## config.mk

```make
export PLATFORM = sky130hd
export DESIGN_NAME = pixel_fetch
export DESIGN_NICKNAME = d
export VERILOG_FILES = /design/src/rtl/pixel_fetch.sv
export SDC_FILE = /design/constraint.sdc
export NUM_CORES = 1
export LEC_CHECK = 0
export CORE_MARGIN = 5
export CORE_UTILIZATION = 63
export DETAILED_ROUTE_END_ITERATION = 16
export PLACE_DENSITY = 0.82
export SYNTH_ARGS = -nofsm -noshare
export SYNTH_HDL_FRONTEND = slang
export SYNTH_SLANG_ARGS = --single-unit
```

## constraint.sdc

```tcl
create_clock -name clk -period 5.3 [get_ports clk]
set_clock_uncertainty 0.05 [all_clocks]
set_input_delay 1.59 -clock clk [delete_from_list [all_inputs] [get_ports clk]]
set_output_delay 1.59 -clock clk [all_outputs]
set_load 0.05 [all_outputs]
```

## src/rtl/pixel_fetch.sv

```systemverilog
// Framebuffer prefetcher: a three-state fetch FSM streams words into a small FIFO that feeds
// the display one pixel per enabled cycle. Define PIXEL_FETCH_SCALE4_EN for a 160x120 source upscaled x4.
module pixel_fetch #(
  parameter int          FIFO_DEPTH       = 16,
  parameter logic [11:0] UNDERFLOW_COLOUR = 12'hF0F,
  parameter int          RESTART_ROW      = 480
) (
  input  logic        clk,
  input  logic        rst,
  input  logic [9:0]  row,
  input  logic [9:0]  column,
  input  logic        en,
  output logic [11:0] colour_data,
  output logic        mem_req,
  output logic [18:0] mem_addr,
  input  logic        mem_ack,
  input  logic [11:0] mem_rdata,
  output logic        underflow
);

  localparam int AW = $clog2(FIFO_DEPTH);

  typedef enum logic [1:0] {IDLE, REQ, DONE} state_t;

  state_t          state_q, state_d;
  logic            pending_q, pending_d;
  logic            gap_q;
  logic [11:0]     fifo_q [FIFO_DEPTH];
  logic [AW-1:0]   wr_q, rd_q;
  logic [AW:0]     count_q;
  logic [11:0]     colour_q, colour_d;
  logic            uflow_q;

  logic restart, ack_taken, last_word, fifo_empty, push, pop, flush, uflow_hit;
  logic [11:0] head;

  assign restart     = (row == 10'(RESTART_ROW)) && (column == 10'd0);
  assign ack_taken   = mem_ack && mem_req;
  assign fifo_empty  = (count_q == '0);
  assign head        = fifo_q[rd_q];
  assign colour_data = colour_q;
  assign underflow   = uflow_q;

  // A request stays up while it is outstanding because only an ack can grow the FIFO.
  assign mem_req = (state_q == REQ) && !gap_q &&
                   (pending_q || (count_q < (AW+1)'(FIFO_DEPTH)));

`ifdef PIXEL_FETCH_SCALE4_EN
  logic [7:0]  scol_q;
  logic [1:0]  pass_q;
  logic [6:0]  srow_q;
  logic [1:0]  rep_q;
  logic [11:0] held_q;

  assign mem_addr  = 19'(srow_q) * 19'd160 + 19'(scol_q);
  assign last_word = (srow_q == 7'd119) && (pass_q == 2'd3) && (scol_q == 8'd159);
  assign pop       = en && (rep_q == 2'd0) && !fifo_empty;
  assign uflow_hit = en && (rep_q == 2'd0) && fifo_empty;

  always_comb begin
    colour_d = 12'h000;
    if (en) begin
      if (rep_q != 2'd0)    colour_d = held_q;
      else if (!fifo_empty) colour_d = head;
      else                  colour_d = UNDERFLOW_COLOUR;
    end
  end

  // Each source row is fetched four times (pass_q) before moving to the next source row.
  always_ff @(posedge clk or posedge rst) begin
    if (rst) begin
      scol_q <= '0;
      pass_q <= '0;
      srow_q <= '0;
      rep_q  <= '0;
      held_q <= '0;
    end else begin
      if (flush) begin
        scol_q <= '0;
        pass_q <= '0;
        srow_q <= '0;
      end else if (push) begin
        if (scol_q == 8'd159) begin
          scol_q <= '0;
          pass_q <= pass_q + 2'd1;
          if (pass_q == 2'd3) srow_q <= srow_q + 7'd1;
        end else begin
          scol_q <= scol_q + 8'd1;
        end
      end
      if (flush)                                   rep_q <= '0;
      else if (en && (rep_q != 2'd0 || !fifo_empty)) rep_q <= rep_q + 2'd1;
      if (pop) held_q <= head;
    end
  end
`else
  logic [18:0] ptr_q;

  assign mem_addr  = ptr_q;
  assign last_word = (ptr_q == 19'd307199);
  assign pop       = en && !fifo_empty;
  assign uflow_hit = en && fifo_empty;

  always_comb begin
    colour_d = 12'h000;
    if (en) colour_d = fifo_empty ? UNDERFLOW_COLOUR : head;
  end

  always_ff @(posedge clk or posedge rst) begin
    if (rst)       ptr_q <= '0;
    else if (flush) ptr_q <= '0;
    else if (push)  ptr_q <= ptr_q + 19'd1;
  end
`endif

  // A restart during an outstanding request waits for its ack, drops that word, then flushes.
  always_comb begin
    state_d   = state_q;
    pending_d = pending_q;
    flush     = 1'b0;
    push      = 1'b0;
    case (state_q)
      REQ: begin
        if (ack_taken) begin
          if (pending_q || restart) begin
            flush     = 1'b1;
            pending_d = 1'b0;
          end else begin
            push = 1'b1;
            if (last_word) state_d = DONE;
          end
        end else if (restart && !pending_q) begin
          if (mem_req) pending_d = 1'b1;
          else         flush     = 1'b1;
        end
      end
      default: begin
        if (restart) begin
          flush   = 1'b1;
          state_d = REQ;
        end
      end
    endcase
  end

  always_ff @(posedge clk) begin
    if (push) fifo_q[wr_q] <= mem_rdata;
  end

  always_ff @(posedge clk or posedge rst) begin
    if (rst) begin
      state_q   <= IDLE;
      pending_q <= 1'b0;
      gap_q     <= 1'b0;
      wr_q      <= '0;
      rd_q      <= '0;
      count_q   <= '0;
      colour_q  <= 12'h000;
      uflow_q   <= 1'b0;
    end else begin
      state_q   <= state_d;
      pending_q <= pending_d;
      gap_q     <= ack_taken;
      colour_q  <= colour_d;
      uflow_q   <= flush ? 1'b0 : (uflow_q | uflow_hit);
      if (flush) begin
        wr_q    <= '0;
        rd_q    <= '0;
        count_q <= '0;
      end else begin
        if (push) wr_q <= wr_q + AW'(1);
        if (pop)  rd_q <= rd_q + AW'(1);
        count_q <= count_q + (AW+1)'(push) - (AW+1)'(pop);
      end
    end
  end

endmodule

```

==> flow_results.org <==
** Synth
- Synth async-reset ratio :: 0.203
- The average instance in the mapped netlist occupies about 18 sq um.
- Number of flops mapped to enable cells by yosys :: 192
- By area the synthesized netlist is led by sky130_fd_sc_hd__edfxtp_1 (58%), sky130_fd_sc_hd__dfrtp_1 (12%), sky130_fd_sc_hd__mux4_2 (12%), sky130_fd_sc_hd__mux2i_1 (1.9%), sky130_fd_sc_hd__ha_1 (1.5%).
- Synth Warn # :: 0
- sky130_fd_sc_hd__edfxtp_1 is the most common cell in the netlist.
- The commonest cells after synthesis are sky130_fd_sc_hd__edfxtp_1 (192), sky130_fd_sc_hd__mux4_2 (52), sky130_fd_sc_hd__dfrtp_1 (49), sky130_fd_sc_hd__a21oi_1 (27), sky130_fd_sc_hd__nand2_1 (25).
- Area fraction of the dominant cell type after synthesis :: 0.584
- After technology mapping, the gate count stands at approximately 560.
- The largest total area in the synthesized netlist belongs to sky130_fd_sc_hd__edfxtp_1.
- Main flop type after synthesis :: sky130_fd_sc_hd__edfxtp_1
- Cell variety after synth :: 48
- The share of the Yosys chip area taken by registers is 0.708.
- Synth Register Bits :: roughly 240
- The number of nets in the synthesized netlist is a little over 600.
- Post-synthesis cell area :: slightly below 0.01 sq mm

** Global routing
- Global-route wire length before repair :: between 30,000 and 40,000 um
- Sum of overflow across all layers after global routing :: 0
- Entering global routing, the biggest net connects 50 pins.
- Initial antenna violation count :: 0
- Vias in the first global route :: ~5,600
- Across every metal layer, demand over resource in global routing totals 0.229.

** Timing
- Fin. max-slew vios :: 0
- Final critical delay including setup and external delays :: 4.07 ns
- Fin Hold WS :: between 0.4 and 0.5 ns
- Worst setup slack after layout :: 1.23 ns
- Final-report setup violation count :: 0
- In the final timing run, aggregate negative setup slack is 0 ns.
- Of the available clock period, the critical path in the final layout requires 0.768.
- At the pin with the least slew margin, the transition time is between 1 and 1.5 ns.
- Number of failing hold endpoints at the final stage :: 0
- Setup repair after global routing left no endpoint under its margin.
- In this run the tightest slew margin relative to its limit is 0.139.
- Based on the critical path, the design can be clocked at up to roughly 250 MHz.

** Routing
- Via density per instance :: about 6.3
- Total number of vias :: around 5,500
- Detailed-routing iteration count for the pre-antenna-repair pass :: 5
- Drt initial violations :: 470
- Routed wire length :: ~20,000 um
- DRC errors left :: 0
- Routed len/inst :: ~24 um
- Remaining number of nets flagged by the antenna check after routing :: 0

** Setup path
- For the worst setup path, the data arrival time is around 4.2 ns.
- Setup slack on the worst reg-to-reg path comes out at roughly 1.9 ns.
- The endpoint identified for the worst register-to-register timing path is count_q[4].
- The worst setup path is captured at a flip-flop.
- Type of origin of the critical path :: input pin
- In this design, the largest share of critical-path delay is due to simple AND/OR/NAND/NOR gates.
- Cell breakdown of the critical path :: clkdlybuf4s50_1, or4b_4, nor3_4, inv_2, buf_4, nor3b_1, and2_1
- The slowest stage of the critical path is the sky130_fd_sc_hd__and2_1 cell.
- STA puts the critical path data required time at between 5 and 6 ns.
- The worst register-to-register path has a depth of 15.
- Critical-path maximum fanout :: 34
- The number of buffers and inverters on the critical path is 3.
- The worst register-to-register path begins at count_q[3].
- Critical Path Max Stage Delay :: approximately 0.62 ns
- Class of the most critical setup path :: input pin to flip-flop

** Floorplan
- Die footprint :: 0.0183 sq mm
- The total area inside the core boundary comes to 0.0153 sq mm.
- Measured along the y axis, the die boundary spans roughly 140 um.
- Overall die width :: approximately 140 um
- Row generation in the floorplan step produced between 40 and 50 rows.
- For this configuration, the core starts out at a cell density of 0.645.
- I/O pins :: roughly 70

** Clocking
- Number of setup buffers added after CTS :: 0
- Buffer levels on the longest clock path :: 3
- The clock net in this run drives a total of 241 sinks.
- Post-CTS repair changed the size of 0 cells.
- Clock latency on the worst-skew pair :: around 0.51 ns
- CTS built an H-tree with a depth of 1.
- TritonCTS clock tree :: done
- Hold bufs inserted after CTS :: 0
- In this run the clock root is driven by a sky130_fd_sc_hd__clkbuf_16.
- TritonCTS created 23 clock buffers.
- Clock Pin Slew Worst Setup and Hold Paths :: ~0.060 ns

** Hold path
- The tightest min-delay check is of the flip-flop to flip-flop type.
- Hold depth :: 2
- The startpoint identified for the worst hold timing path is underflow.
- For hold timing, the worst endpoint is underflow.

** Finish
- 0 antenna diodes ended up in the layout.
- Final net count :: 686
- Number of standard cells in the final layout excluding fillers :: around 860
- From synthesis to final layout, the design area changed by 15.8%.
- The filler cells instantiated in the layout total around 910.
- In the final layout, the share of cells above drive strength 1 is 0.167.

** Job
- Across the run, the number of max-cap violations was 0.

** Placed design
- The count of buffers added on input and output ports is 68.
- # placed instances :: between 800 and 900
- Routability-driven placement finished with a final weighted congestion of 0.756.
- The wire-length estimate of the detail-placed layout is approximately 13,000 um.
- Worst slack after detailed placement :: approximately 0.77 ns

** Power and ir drop
- IR analysis of the VDD net gives a maximum drop of between 300 and 400 uV.
- Final Power :: just over 5 mW
- Leak :: 3.95 nW
- Power density over the cells :: around 450 mW/mm^2

** Outcome
- Outcome :: finished clean
## where the power goes
part / leakage (nW) / internal, mW / switching (mW)
Clock: 0.335 / 0.846 / 0.663
Sequential: 2.32 / 2.13 / 0.136
Combinational: 1.30 / 0.662 / 0.702
## registers in the layout (all words and copies together) (netlist names)
register,cells
count_q,5
rd_q,4
colour_data,12
gap_q,1
state_q,2
underflow,1
wr_q,4
fifo_q,192
pending_q,1
mem_addr,19
## cell type report
| class | count | area, sq um | share of cell area |
|---|---|---|---|
| sequential | 241 | 6990 | 0.612 |
| timing repair buffer | 77 | 748 | 0.0654 |
| tap | 211 | 264 | 0.0231 |
| clock inverter | 12 | 82.6 | 0.00722 |
| clock buffer | 29 | 598 | 0.0523 |
| multi-input combinational | 276 | 2680 | 0.234 |
| inverter | 18 | 67.6 | 0.00591 |
## through the flow
stage	cell area (sq um)	utilization
finish	11400	0.747
global route	11400	0.747
CTS	11400	0.747
detailed placement	10800	0.702
global placement	10800	0.702
floorplan	9870	-
## tightest hold or removal path, delay by kind of cell, from the launching register on
kind | cells | cell delay, ns
AO/OA/AOI/OAI | 1 | 0.05
AND/OR/NAND/NOR | 1 | 0.08
flip-flops | 1 | 0.35
## layout by cell type, fill, tap and decap left out, types with 10 or more instances in the layout
cell type	instances
sky130_fd_sc_hd__edfxtp_1	192
sky130_fd_sc_hd__clkdlybuf4s50_1	68
sky130_fd_sc_hd__mux4_2	52
sky130_fd_sc_hd__dfrtp_1	48
sky130_fd_sc_hd__a21oi_1	27
sky130_fd_sc_hd__nand2_1	25
sky130_fd_sc_hd__clkbuf_16	23
sky130_fd_sc_hd__nor2_1	21
sky130_fd_sc_hd__mux2i_1	19
sky130_fd_sc_hd__inv_1	16
sky130_fd_sc_hd__and2_1	12
sky130_fd_sc_hd__ha_1	12
sky130_fd_sc_hd__o21ai_0	10
## routing by layer
layer	share of wire	vias to the layer above	GRT usage
met2	0.49	241	0.373
met3	0.083	49	0.0494
met5	0	-	0
met1	0.40	2809	0.321
met4	0.028	0	0.0655
li1	-	2360	-
## cell families (layout without fill, tap and decap cells)
kind of cell,after synthesis,after routing,synth area share
AO/OA/AOI/OAI,54,54,0.0317
multiplexers,71,71,0.138
buffers and inverters,45,136,0.0209
AND/OR/NAND/NOR,127,127,0.0744
XOR/XNOR,11,11,0.00976
adder cells (fa/ha/maj),13,13,0.0172
flip-flops,241,241,0.708
## worst max-delay path by stage
| stage | startpoint | endpoint | slack, ns | cells past startpoint |
|---|---|---|---|---|
| 2_1_floorplan | mem_ack | fifo_q[3][0] | 1.02 | 6 |
| 3_3_place_gp | column[1] | count_q[4] | 0.89 | 16 |
| 3_5_place_dp | mem_ack | fifo_q[6][8] | 0.77 | 7 |
| 4_1_cts | mem_ack | fifo_q[6][3] | 1.25 | 7 |
| 5_1_grt | row[1] | count_q[4] | 1.10 | 16 |
| 6_report | mem_ack | fifo_q[7][6] | 1.23 | 7 |
Note: power is estimated with default switching activity, not from simulation.
==> edit 1: new RTL, config.mk and constraints unchanged <==
Re-encode `state_t` (3 states) as one-hot, 3 bits wide.
--- a/src/rtl/pixel_fetch.sv
+++ b/src/rtl/pixel_fetch.sv
@@ -20,7 +20,7 @@
 
   localparam int AW = $clog2(FIFO_DEPTH);
 
-  typedef enum logic [1:0] {IDLE, REQ, DONE} state_t;
+  typedef enum logic [2:0] {IDLE = 3'b001, REQ = 3'b010, DONE = 3'b100} state_t;
 
   state_t          state_q, state_d;
   logic            pending_q, pending_d;
Check against the original RTL: same outputs for any inputs over 10 cycles, from zero or initial values and one cycle with rst high; not proved beyond that.
==> edit 1 against the unedited design <==
- routed wire length grew 3.2%
- area after synthesis about the same
- total power is 14% higher
- synthesized cell count down 0.53%
- setup slack worse by 0.20 ns
- sequential cell count is 1 higher
- critical path depth up 9
- design area rose by 1.2%
- largest cell class unchanged
==> edit 1: results (changes against the unedited design) <==
Status
  – Outcome: finished clean

Synthesis
  – Synthesized net count: 608 (-0.49%)
  – Share of flip-flops with an asynchronous set or reset: 20.7% (+0.33 points)
  – Synth top area cells: edfxtp_1, dfrtp_1, mux4_2
  – Ys Warns: 0 (unchanged)
  – Register area share after synthesis: 71.1% (+0.31 points)
  – Synth cell count leaders: edfxtp_1, mux4_2, dfrtp_1, a21oi_1, nand2_1
  – Syn Area/Cell: 17.7 µm² (+0.47%)
  – Cell variety after synth: 47 (-2.1%)

Clock tree
  – Clock Path Buffers: 3 (unchanged)
  – Htree depth: 1 (unchanged)
  – Setup Fix Bufs, Post-CTS: 0 (unchanged)
  – Clock sink count: 242 (+0.41%)
  – CTS Buf Count: 24 (+4.3%)

Global route
  – GRT Util Overall: 24.0% (+1.1 points)
  – First-pass GRT wire length: 32700 µm (+2.9%)
  – Grt met1 use: 31.1% (-0.93 points)
  – Vias in the first global route: 5600 (-0.30%)
  – Met3 usage: 5.24% (+0.30 points)
  – Largest net degree at the start of global routing: 51 (+2.0%)
  – Grt met2 use: 41.1% (+3.8 points)

Cells and area
  – Filler instances: 835 (-7.7%)
  – Data buffer area share: 6.40% (-0.14 points)
  – Storage element area: 7020 µm² (+0.38%)
  – Multi-input combinational area share: 23.2% (-0.25 points)
  – Inverters: 15 (-3)
  – Clkbuf count: 33 (+14%)
  – Layout area overhead: 17.2%
  – Non-clk bufs: 76 (-1.3%)
  – Nets: 684 (-0.29%)
  – Final-layout clock-cell area share: 6.95% (+1.0 points)
  – Fraction of layout cells with a size suffix above 1: 16.2% (-0.46 points)

Placed design
  – Cell count after placement: 820 (-0.36%)
  – HPWL after DPL: 12400 µm (-1.1%)
  – Pre-CTS setup slack: 0.527 ns (-0.247 ns)
  – Post-Place Cell Area: 10800 µm² (about the same)
  – Placer Congestion: 0.836 (+11%)

Critical path
  – FF-to-FF setup slack: 2.07 ns (+0.13 ns)
  – Worst setup path end: count_q[4]
  – R2r startpoint: count_q[2]
  – Crit path DAT: 4.59 ns (+0.43 ns)
  – CP Launch Point: column[1]
  – CP peak stage delay: 0.43 ns (-0.19 ns)
  – Worst Path Max Fanout: 7 (-79%)
  – CP max stage cell: or2_2
  – Largest delay contributor family on the critical path: simple AND/OR/NAND/NOR gates

Timing
  – Final Cycle Share: 80.6% (+3.8 points)
  – Slew HR: 27.1% (+13 points)

Min path
  – Hold Path Origin: state_q[0]
  – Hold-critical path depth: 1 (-1)

Power
  – P_int: 4.06 mW (+12%)
  – P_leak: 4.04 nW (+2.3%)
  – Total Power: 5.86 mW (+14%)
  – Sequential power share: 41.8% (-2.3 points)
  – Clk pwr share: 29.3% (about the same)
  – Max VDD drop: 0.328 mV (-12%)

Detailed routing
  – 1st-iter DRT viols: 578 (+23%)
  – Final wirelength: 21100 µm (+3.2%)
  – Vias per inst: 6.29 (-0.38%)

Floorplan
  – Die ar.: 18300 µm² (about the same)
## edit 1: cell count changes in the layout (fill, tap and decap cells not counted), sizes merged, moves of 3 or more
cell	change
clkbuf	+4
clkinv	-3
inv	-3
nor2	-3
nor3	-3
o211ai	+3
## edit 1: worst min-delay path by stage
| stage | end | slack (ns) |
|---|---|---|
| finish | state_q[0] | 0.47 |
| global route | state_q[0] | 0.48 |
| CTS | state_q[0] | 0.47 |
| detailed placement | state_q[0] | 0.45 |
| global placement | underflow | 0.44 |
| floorplan | state_q[1] | 0.44 |
## edit 1: kinds of logic after synthesis
kind of cell    Yosys count  synth area share [%]
compound gates           58                  3.49
xor+xnor                  9                 0.799
fa+ha+maj                13                  1.72
buf+inv                  41                  1.78
flops                   242                  71.1
mux                      71                  13.8
simple gates            125                  7.29
## edit 1: per-layer routing
metal	vias up	share of wire [%]
met5	-	0
met4	0	2.5
met3	46	7.6
met2	241	52
met1	2791	38
li1	2360	-
==> edit 2: new RTL, same flow settings <==
Made on the original files. Change the parameter `FIFO_DEPTH` from 16 to 8.
--- a/src/rtl/pixel_fetch.sv
+++ b/src/rtl/pixel_fetch.sv
@@ -1,7 +1,7 @@
 // Framebuffer prefetcher: a three-state fetch FSM streams words into a small FIFO that feeds
 // the display one pixel per enabled cycle. Define PIXEL_FETCH_SCALE4_EN for a 160x120 source upscaled x4.
 module pixel_fetch #(
-  parameter int          FIFO_DEPTH       = 16,
+  parameter int          FIFO_DEPTH       = 8,
   parameter logic [11:0] UNDERFLOW_COLOUR = 12'hF0F,
   parameter int          RESTART_ROW      = 480
 ) (
Behaviour: no difference found for any inputs over 10 cycles, from zero or initial values and one cycle with rst high; that may be too few to reach the edited logic, so the function may still have changed.
==> edit 2 against the unedited design <==
- routed wire length is 34% lower
- setup slack better by 0.20 ns
- sequential cell count decreased by 99
- highest routed layer unchanged
- via count is 31% lower
- utilization grew 6.2 points
- design area decreased by 34%
- total power shrank 35%
- area after synthesis shrank 39%
==> edit 2: results (changes against the unedited design) <==
Power
  – P_leak: 2.72 nW (-31%)

Placed design
  – Placer Congestion: 0.887 (+17%)
  – Post-Place Cell Area: 6910 µm² (-36%)
  – Cell count after placement: 577 (-30%)

Synthesis
  – EDFF count, synth: 96 (-50%)
  – Post-Synth Adder-Cell Area: 2.00% (+0.28 points)
  – Synthesized net count: 428 (-30%)
  – Multiplexer share of the synthesized area: 11.2% (-2.6 points)
  – Synth Area in XOR/XNOR: 1.46% (+0.48 points)

Global route
  – First-pass GRT wire length: 21100 µm (-33%)
  – Grt met1 use: 32.2% (+0.13 points)
  – Largest net degree at the start of global routing: 47 (-6.0%)
  – Vias in the first global route: 3924 (-30%)

Critical path
  – Largest delay contributor family on the critical path: buffers and inverters
  – Crit path DAT: 2.23 ns (-1.93 ns)
  – Worst Path Max Fanout: 5 (-85%)
  – CP max stage cell: clkdlybuf4s50_1

Detailed routing
  – Length of routed wiring on met1: 5310 µm (-35%)
  – Vias per inst: 6.20 (-1.9%)

Cells and area
  – Largest register FFs: 96 (-50%)
  – Fraction of layout cells with a size suffix above 1: 18.5% (+1.8 points)

Timing
  – Slew HR: 18.7% (+4.8 points)

Status
  – Outcome: finished clean

Clock tree
  – Htree depth: 4 (+3)
  – CTS Buf Count: 17 (-26%)
-- edit 2: power by group through the flow --
stage	registers, mW	logic [mW]	clock network (mW)
6_report	1.36	0.794	1.19
5_1_grt	1.37	0.855	1.26
4_1_cts	1.36	0.806	1.20
3_5_place_dp	1.38	0.795	0
3_3_place_gp	1.38	0.759	0
2_1_floorplan	1.46	0.469	0
-- edit 2: final timing paths --
path,end,slack [ns],cells after the start
worst min register to register,underflow,0.48,2
worst min-delay path,underflow,0.48,2
min in group asynchronous,colour_data[11],1.58,2
max in group asynchronous,count_q[3],2.99,2
worst max register to register,count_q[2],2.40,11
worst max-delay path,mem_req,1.43,3
-- edit 2: final cells by class --
cell class | count | share of cell area, %
clock inverters | 14 | 2.32
flip-flops and latches | 142 | 53.7
multi-input cells | 213 | 25.1
clock buffers | 18 | 5.57
repair buffers | 84 | 10.7
inverters | 9 | 0.450
well taps | 129 | 2.15
